==> src/rtl/seg_digit_buffer_if.sv <==
// seg_digit_buffer_if: keypad-side entry controls and display-side digit outputs; blank vector present only with SEG_DIGIT_BLANK_EN
interface seg_digit_buffer_if #(
    parameter int NUM_DIGITS = 4,
    parameter int DIGIT_W    = 4
);
    localparam int CW = $clog2(NUM_DIGITS + 1);
    logic                          new_hex;
    logic [DIGIT_W-1:0]            hex_new;
    logic                          backspace;
    logic                          clear;
    logic [NUM_DIGITS*DIGIT_W-1:0] digits;
    logic [CW-1:0]                 count;
    logic                          full;
    logic                          accepted;
`ifdef SEG_DIGIT_BLANK_EN
    logic [NUM_DIGITS-1:0]         blank;
    modport master (output new_hex, hex_new, backspace, clear, input digits, count, full, accepted, blank);
    modport slave  (input new_hex, hex_new, backspace, clear, output digits, count, full, accepted, blank);
`else
    modport master (output new_hex, hex_new, backspace, clear, input digits, count, full, accepted);
    modport slave  (input new_hex, hex_new, backspace, clear, output digits, count, full, accepted);
`endif
endinterface

==> src/rtl/seg_digit_buffer.sv <==
// seg_digit_buffer: N-digit shift-in entry buffer with edge-detected push/backspace, clear, count and full; SEG_DIGIT_BLANK_EN adds a blank mask
module seg_digit_buffer #(
    parameter int NUM_DIGITS = 4,
    parameter int DIGIT_W    = 4
) (
    input logic             clk,
    input logic             reset,
    seg_digit_buffer_if.slave bus
);
    localparam int CW = $clog2(NUM_DIGITS + 1);
    localparam int DW = NUM_DIGITS * DIGIT_W;
    logic [DW-1:0] digits_q, digits_d;
    logic [CW-1:0] count_q, count_d;
    logic          accepted_q, accepted_d;
    logic          new_hex_q, backspace_q;
    logic          push_ev, bs_ev;
    assign push_ev = bus.new_hex & ~new_hex_q;
    assign bs_ev   = bus.backspace & ~backspace_q;
    // next state with priority clear > push > backspace; holds when nothing happens
    always_comb begin
        digits_d   = digits_q;
        count_d    = count_q;
        accepted_d = 1'b0;
        if (bus.clear) begin
            digits_d = '0;
            count_d  = '0;
        end else if (push_ev) begin
            digits_d   = {digits_q[DW-DIGIT_W-1:0], bus.hex_new};
            count_d    = (count_q == CW'(NUM_DIGITS)) ? count_q : count_q + CW'(1);
            accepted_d = 1'b1;
        end else if (bs_ev && count_q != '0) begin
            digits_d   = {{DIGIT_W{1'b0}}, digits_q[DW-1:DIGIT_W]};
            count_d    = count_q - CW'(1);
            accepted_d = 1'b1;
        end
    end
`ifdef SEG_DIGIT_BLANK_EN
    logic [NUM_DIGITS-1:0] blank_q, blank_d;
    // digits at or above the new count have not been entered yet
    always_comb begin
        blank_d = '0;
        for (int i = 0; i < NUM_DIGITS; i++) blank_d[i] = CW'(i) >= count_d;
    end
    // blank mask tracks count; everything blanked out of reset
    always_ff @(posedge clk) begin
        if (reset) blank_q <= '1;
        else       blank_q <= blank_d;
    end
    assign bus.blank = blank_q;
`endif
    // state registers; edge registers follow the inputs even in reset so a held key does not fire afterwards
    always_ff @(posedge clk) begin
        new_hex_q   <= bus.new_hex;
        backspace_q <= bus.backspace;
        if (reset) begin
            digits_q   <= '0;
            count_q    <= '0;
            accepted_q <= 1'b0;
        end else begin
            digits_q   <= digits_d;
            count_q    <= count_d;
            accepted_q <= accepted_d;
        end
    end
    assign bus.digits   = digits_q;
    assign bus.count    = count_q;
    assign bus.full     = count_q == CW'(NUM_DIGITS);
    assign bus.accepted = accepted_q;
endmodule
==> src/flat_wrapper.sv <==
// flat-port wrapper written by rule: the top's interface ports become plain ports
module seg_digit_buffer_flat 
#(
    parameter int NUM_DIGITS = 4,
    parameter int DIGIT_W    = 4
)
  (clk, reset, bus_new_hex, bus_hex_new, bus_backspace, bus_clear, bus_digits, bus_count, bus_full, bus_accepted);
  seg_digit_buffer_if #(.NUM_DIGITS(NUM_DIGITS), .DIGIT_W(DIGIT_W)) bus_i ();
  input logic clk;
  input logic reset;
  input wire logic [$bits(bus_i.new_hex)-1:0] bus_new_hex;
  input wire logic [$bits(bus_i.hex_new)-1:0] bus_hex_new;
  input wire logic [$bits(bus_i.backspace)-1:0] bus_backspace;
  input wire logic [$bits(bus_i.clear)-1:0] bus_clear;
  output wire logic [$bits(bus_i.digits)-1:0] bus_digits;
  output wire logic [$bits(bus_i.count)-1:0] bus_count;
  output wire logic [$bits(bus_i.full)-1:0] bus_full;
  output wire logic [$bits(bus_i.accepted)-1:0] bus_accepted;
  assign bus_i.new_hex = bus_new_hex;
  assign bus_i.hex_new = bus_hex_new;
  assign bus_i.backspace = bus_backspace;
  assign bus_i.clear = bus_clear;
  assign bus_digits = bus_i.digits;
  assign bus_count = bus_i.count;
  assign bus_full = bus_i.full;
  assign bus_accepted = bus_i.accepted;
  seg_digit_buffer #(.NUM_DIGITS(NUM_DIGITS), .DIGIT_W(DIGIT_W)) u_core (.clk(clk), .reset(reset), .bus(bus_i));
endmodule
==> config.mk <==
export PLATFORM = sky130hd
export DESIGN_NAME = seg_digit_buffer_flat
export DESIGN_NICKNAME = d
export VERILOG_FILES = /design/src/rtl/seg_digit_buffer_if.sv /design/src/rtl/seg_digit_buffer.sv /design/src/flat_wrapper.sv
export SDC_FILE = /design/constraint.sdc
export NUM_CORES = 1
export LEC_CHECK = 0
export CELL_PAD_IN_SITES_DETAIL_PLACEMENT = 0
export CELL_PAD_IN_SITES_GLOBAL_PLACEMENT = 1
export CORE_MARGIN = 1.5
export CORE_UTILIZATION = 25
export CTS_CLUSTER_SIZE = 24
export DETAILED_ROUTE_END_ITERATION = 6
export PLACE_DENSITY_LB_ADDON = 0.05
export SLEW_MARGIN = 30
export SYNTH_ARGS = -nofsm -noshare
export SYNTH_HDL_FRONTEND = slang
export SYNTH_SLANG_ARGS = --single-unit
==> constraint.sdc <==
create_clock -name clk -period 2.06 [get_ports clk]
set_input_delay 0.309 -clock clk [delete_from_list [all_inputs] [get_ports clk]]
set_output_delay 0.309 -clock clk [all_outputs]
set_load 0.01 [all_outputs]
==> metrics.md, run 1 <==
| Metric | Value |
|---|---|
| Outcome | finished clean |
| # diodes | 0 |
| Period utilization | 87.3% |
| Placer Congestion | slightly above 0.7 |
| CP Launch Type | flip-flop |
| Proportion of netlist area held by the largest area contributor | 44.4% |
| I/O Buffers | 29 |
| Final hold violation count | 0 |
| Seq/Total Area, Yosys | between 40% and 50% |
| Clock period minus worst slack | approximately 1800 ps |
| # setup viols final | 0 |
| Root buf cell | clkbuf_8 |
| Crit path DAT | 1490 ps |
| Synth Area per Inst | 8.06 sq um |
| Clock sinks | 22 |
| Initial Util | 26.5% |
| Top_reg_cell synth | dfxtp_1 |
| DR vias/cell | 4.63 |
| Final core utilization | 37.0% |
| Post-synth EDFFs | 0 |
| Share of cells above drive strength 1 | 8.61% |
| Net count after synthesis | 133 |
| Post-synth design cell area | slightly below 0.001 sq mm |
| Die width | 66.0 um |
| Largest net degree at the start of global routing | 22 |
| Async S/R FF share, synth | 0% |
| Fmax | 556 MHz |
| Sw frac | between 20 and 25% |
| Post-route ant nets | 0 |
| Die area | roughly 0.0044 sq mm |
| RSZ-0062 raised after global routing | no |
| Detail Placement HPWL | 1.73 mm |
| Vias in the first global route | 890 |
| Clock share of power | 42.2% |
| Worst-skew pair later-pin latency | 270 ps |
| GRT overflow | 0 |
| Final Slew Violations | 0 |
| Area Growth Syn to Fin | 39.6% |
| Clk slew on worst S/H paths | roughly 90 ps |
| VDD IR max | 0.000393 V |
| Core ar. | 0.00374 sq mm |
| Combinational fraction of design power | 11.3% |
| Ys Warns | 0 |
| Sum of negative setup slack | 0 ps |
| Synth cell count leaders | a21oi_1 (29), dfxtp_1 (22), nand2_1 (18) |
| Die Y | ~66 um |
| Initial antenna violation count | 0 |
| Maxcap violations | 0 |
| Internal | approximately 0.00075 W |
| Post-CTS setup buffers | 0 |
| Power Density | 697 mW/mm^2 |
| Residual DRC | 0 |
| CTS max path bufs | 2 |
| Drt wl/cell | 12.8 um |
| H-tree depth | 1 |
| Setup CP Type | reg2out |
| Crit end category | output pin |
| CTS resizes | 0 |
| Cts bufs inserted | 3 |
| DR pass1 iterations | 6 |
| Seq cells post-synth | 22 |
| Power share of the sequential group | 46.4% |
| GRT Total Usage | 13.1% |
| Synth area leader | dfxtp_1 |
| NetSw | 0.000213 W |
| Num rows | 22 |
| Post-Route WL | ~2.5 mm |
| # nets final | 162 |
| FILL cells | 409 |
| Max Clock Skew | 7.19 ps |
| Distinct cell type count after synthesis | 27 |
| Synth area leaders | dfxtp_1 (44%), a21oi_1 (15%), o21ai_0 (7.1%) |
| DR vias | 922 |
| 1st-iter DRT viols | 48 |
| Hold_buf cts | 0 |
| CP max FO | 10 |
| Synth Instances | between 100 and 150 |
| # IOs | 30 |
| Worst min path class | reg2reg |
| Leak | about 0.46 nW |
| CP Data Required Time | 1750 ps |
| CTS tree | done |
| First-pass GRT wire length | about 4.4 mm |
| Most common cell in the netlist | a21oi_1 |
| Rel. slew slack | 73.0% |
| Worst Tran Pin Value | 405 ps |
## registers in the layout (all words and copies together), names as in the netlist
register	flops
u_core.backspace_q	1
u_core.bus.accepted	1
u_core.bus.count	3
u_core.bus.digits	16
u_core.new_hex_q	1
## cell usage in the layout, fill, tap and decap left out
cell             Yosys  routed
a21oi_1             29      29
clkdlybuf4s50_1      0      29
dfxtp_1             22      22
nand2_1             18      18
o21ai_0             14      14
buf_4                0       6
nor2_1               5       5
nand3_1              4       4
nand2b_1             3       3
clkbuf_8             0       3
xnor2_1              2       2
nor3_1               2       2
and2b_1              1       1
nor3b_1              1       1
nor3_2               1       1
nor2b_1              1       1
or2_2                1       1
nor4_2               1       1
a221oi_1             1       1
o2111ai_1            1       1
a211oi_1             1       1
mux2i_1              1       1
inv_1                1       1
o211ai_1             1       1
ha_1                 1       1
bufinv_16            0       1
## per-stage QoR
| step | power [W] | std cells | setup WS [ps] | hold WS, ps | instance area [sq um] |
|---|---|---|---|---|---|
| 2_1_floorplan | 0.000517 | 123 | 411 | 337 | 991 |
| 3_3_place_gp | 0.000567 | 195 | 118 | 452 | 1310 |
| 5_1_grt | 0.00101 | 199 | 200 | 493 | 1380 |
| 3_5_place_dp | 0.000568 | 195 | 45.7 | 457 | 1310 |
| 6_report | 0.000965 | 199 | 261 | 465 | 1380 |
| 4_1_cts | 0.000982 | 199 | 246 | 469 | 1380 |
## per-layer routing
| layer | vias to the layer above | wire [um] | GRT usage, % |
|---|---|---|---|
| li1 | 480 | - | - |
| met1 | 415 | 1330 | 18.4 |
| met2 | 25 | 1080 | 19.2 |
| met3 | 2 | 121 | 3.92 |
| met4 | 0 | 17 | 3.83 |
| met5 | - | 0 | 0 |
## cell families after synthesis
family	count (synthesis)	share of synthesized area, %
xor+xnor	2	1.77
buf+inv	12	7.83
flops	22	44.4
compound gates	47	25.0
fa+ha+maj	1	1.26
mux	1	1.01
simple gates	38	18.7
## critical path, cell delays in order, from the launching register on
cell and delay, ps:
dfxtp_1 430, nor3b_1 230, clkdlybuf4s50_1 560
## cell type report
type                    count  area (sq um)  share of cell area, %
clock buffers               3          41.3                   2.98
clock inverters             1          30.0                   2.17
inverters                   1          3.75                  0.271
multi-input cells          89           473                   34.2
flip-flops and latches     22           440                   31.8
well taps                  48          60.1                   4.34
repair buffers             35           335                   24.2
## path summary, 6_finish.rpt
path	startpoint	endpoint	slack [ps]	cells after the start
setup / recovery	u_core.bus.count[1]	bus_full	260	2
hold / removal	u_core.bus.digits[3]	u_core.bus.digits[3]	470	2
setup reg to reg	u_core.bus.count[1]	u_core.bus.count[2]	440	5
hold reg to reg	u_core.bus.digits[3]	u_core.bus.digits[3]	470	2
## power groups by stage
stage           logic, W  registers [W]  clock network (W)
6_report        0.000109       0.000448           0.000408
5_1_grt         0.000122       0.000450           0.000442
4_1_cts         0.000111       0.000448           0.000423
3_5_place_dp    0.000110       0.000458                  0
3_3_place_gp    0.000109       0.000458                  0
2_1_floorplan  0.0000573       0.000460                  0
(Power assumes the default switching activity.)
==> run 2: changes to the inputs <==
Settings changed: ABC_AREA set to 1.
==> metrics.md, run 2 <==
| Metric | Value |
|---|---|
| # IOs | 30 |
| Placer Congestion | 0.725 |
| Core ar. | 0.00412 sq mm |
| Setup CP Type | reg2out |
| Fmax | ~570 MHz |
| Seq cells post-synth | 22 |
| CTS resizes | 0 |
| NetSw | 0.000218 W |
| Hold Worst Slack | 497 ps |
| Max Clock Skew | 5.47 ps |
| VDD IR max | 0.000239 V |
| Synth Instances | 156 |
| Die width | roughly 69 um |
| Synth Area per Inst | around 7.0 sq um |
| CTS max path bufs | 2 |
| Largest register FFs | 16 |
| Post-route ant nets | 0 |
| Initial antenna violation count | 0 |
| Most frequent cells in the layout | nand2_1 (52), clkdlybuf4s50_1 (29), nand3_1 (23) |
| Worst path most repeated cell | inv_1 |
| Sw frac | 22.9% |
| Setup ws final | 306 ps |
| RSZ-0062 raised after global routing | no |
| CP max FO | 4 |
| Die area | 0.00479 sq mm |
| Rel. slew slack | ~77% |
| # nets final | 196 |
| Leak | 0.569 nW |
| Hold_buf cts | 0 |
| Maxcap violations | 0 |
| Synth area leaders | dfxtp_1 (40%), nand2_1 (18%), nand3_1 (11%) |
| Ys Warns | 0 |
| Top_reg_cell synth | dfxtp_1 |
| Distinct cell type count after synthesis | 19 |
| Drt wl/cell | 12.1 um |
| Final non-filler cell total | 235 |
| CP Launch Type | flip-flop |
| # setup viols final | 0 |
| Area Growth Syn to Fin | 35.6% |
| Worst-skew pair later-pin latency | 260 ps |
| Initial Util | 26.6% |
| 1st-iter DRT viols | 38 |
| CP cell instances | inv_1 -> nand3_1 -> inv_1 -> clkdlybuf4s50_1 |
| Placed cell count | 231 |
| DR vias | ~1100 |
| Period utilization | a little under nine tenths |
| Place WS | ~210 ps |
| Root buf cell | clkbuf_8 |
| Post-Route WL | around 2.8 mm |
| H-tree depth | 1 |
| Cts bufs inserted | 3 |
| Post-route cell area | between 0.001 and 0.0015 sq mm |
| Synth cell count leaders | nand2_1 (52), nand3_1 (23), dfxtp_1 (22) |
| Most common cell in the netlist | nand2_1 |
| Crit path DAT | ~1500 ps |
| Final hold violation count | 0 |
| CP max stage delay | 530 ps |
| Outcome | finished clean |
| CTS tree | done |
| Crit end category | output pin |
| Seq/Total Area, Yosys | 40.2% |
| Power share of the sequential group | 45.7% |
| Synth area leader | dfxtp_1 |
| Post-synth EDFFs | 0 |
| DR vias/cell | 4.50 |
| Critical path's top delay family | buffers and inverters |
| Residual DRC | 0 |
| Crit path buf inv count | 3 |
| Clock sinks | 22 |
| Power Density | approximately 640 mW/mm^2 |
| Share of cells above drive strength 1 | between 9 and 10% |
| Async S/R FF share, synth | 0% |
| Num rows | 23 |
| Clk slew on worst S/H paths | 80 ps |
| Die Y | 69.2 um |
| I/O Buffers | 29 |
| Final Slew Violations | 0 |
| Worst Tran Pin Value | 340 ps |
| Net count after synthesis | 166 |
| Clock share of power | between 40% and 50% |
| First-pass GRT wire length | 4.68 mm |
| Worst min path class | reg2reg |
| Vias in the first global route | 1041 |
| DR pass1 iterations | 4 |
| Proportion of netlist area held by the largest area contributor | 40.2% |
| Post-CTS setup buffers | 0 |
| Sum of negative setup slack | 0 ps |
| Clock period minus worst slack | 1750 ps |
| CP Data Required Time | 1750 ps |
| # diodes | 0 |
| Most common cell after layout, fill and taps aside | nand2_1 |
| Slowest CP cell | clkdlybuf4s50_1 |
| Combinational fraction of design power | 12.0% |
| Post-synth design cell area | 0.00110 sq mm |
| Detail Placement HPWL | 1.92 mm |
| GRT Total Usage | 11.7% |
| GRT overflow | 0 |
| Internal | 0.000736 W |
| Largest net degree at the start of global routing | 33 |
| DP Area | about 0.0014 sq mm |
run 2: changes by cell type after synthesis, moves of 8 or more:
cell,previous run,this run
o21ai_0,14,0
inv_1,1,10
nand2_1,18,52
a21oi_1,29,19
o21ai_1,0,8
nand3_1,4,23
run 2: final cells by class:
class / count / area, sq um
well taps: 50 / 62.6
fillers: 457 / 2630
inverters: 14 / 55.1
flip-flops and latches: 22 / 440
multi-input cells: 113 / 544
clock buffers: 3 / 41.3
repair buffers: 32 / 313
clock inverters: 1 / 30.0
run 2: logic make-up after synthesis:
family | after synthesis | synth area share (%)
and+or+nand+nor | 83 | 34.6
AOI/OAI and AO/OA | 29 | 13.9
DFF | 22 | 40.2
buffers and inverters | 21 | 10.2
adders and majority gates | 1 | 1.14
run 2: path summary, 6_finish.rpt:
kind                                             from                     to  slack (ps)  cells after the start
worst max-delay path              u_core.bus.count[1]               bus_full         310                      4
worst min-delay path            u_core.bus.digits[12]  u_core.bus.digits[12]         500                      2
worst min register to register  u_core.bus.digits[12]  u_core.bus.digits[12]         500                      2
worst max register to register       u_core.new_hex_q    u_core.bus.count[2]         730                     11
run 2: routing by layer:
metal / track usage [%] / wire length (um) / part of all wire [%] / vias to the layer above
met5: 0 / 0 / 0 / -
met4: 3.92 / 17 / 0.60 / 0
met3: 2.18 / 129 / 4.5 / 2
met2: 18.6 / 1240 / 43 / 28
met1: 16.0 / 1460 / 51 / 464
li1: - / - / - / 563
run 2: worst reg2reg max path: stages, from the launching register on:
cell and delay, ps:
dfxtp_1 310, inv_2 80, nand2_4 80, inv_4 110
nand2_1 60, nand2_1 50, inv_1 40, ha_1 180
a21oi_1 140, nand2_1 60, nand2_1 50, a21oi_1 50
run 2: per-stage QoR:
step	power, W	util (%)
after CTS	0.000971	36.1
final	0.000954	36.1
after detailed placement	0.000561	34.4
after global placement	0.000561	34.4
after global routing	0.000996	36.1
after floorplan	0.000521	-
run 2: power by group through the flow:
stage	Combinational [W]	Sequential (W)	Clock (W)
detailed placement	0.000115	0.000446	0
floorplan	0.0000733	0.000448	0
global route	0.000127	0.000437	0.000431
finish	0.000114	0.000436	0.000404
CTS	0.000115	0.000436	0.000420
global placement	0.000114	0.000447	0
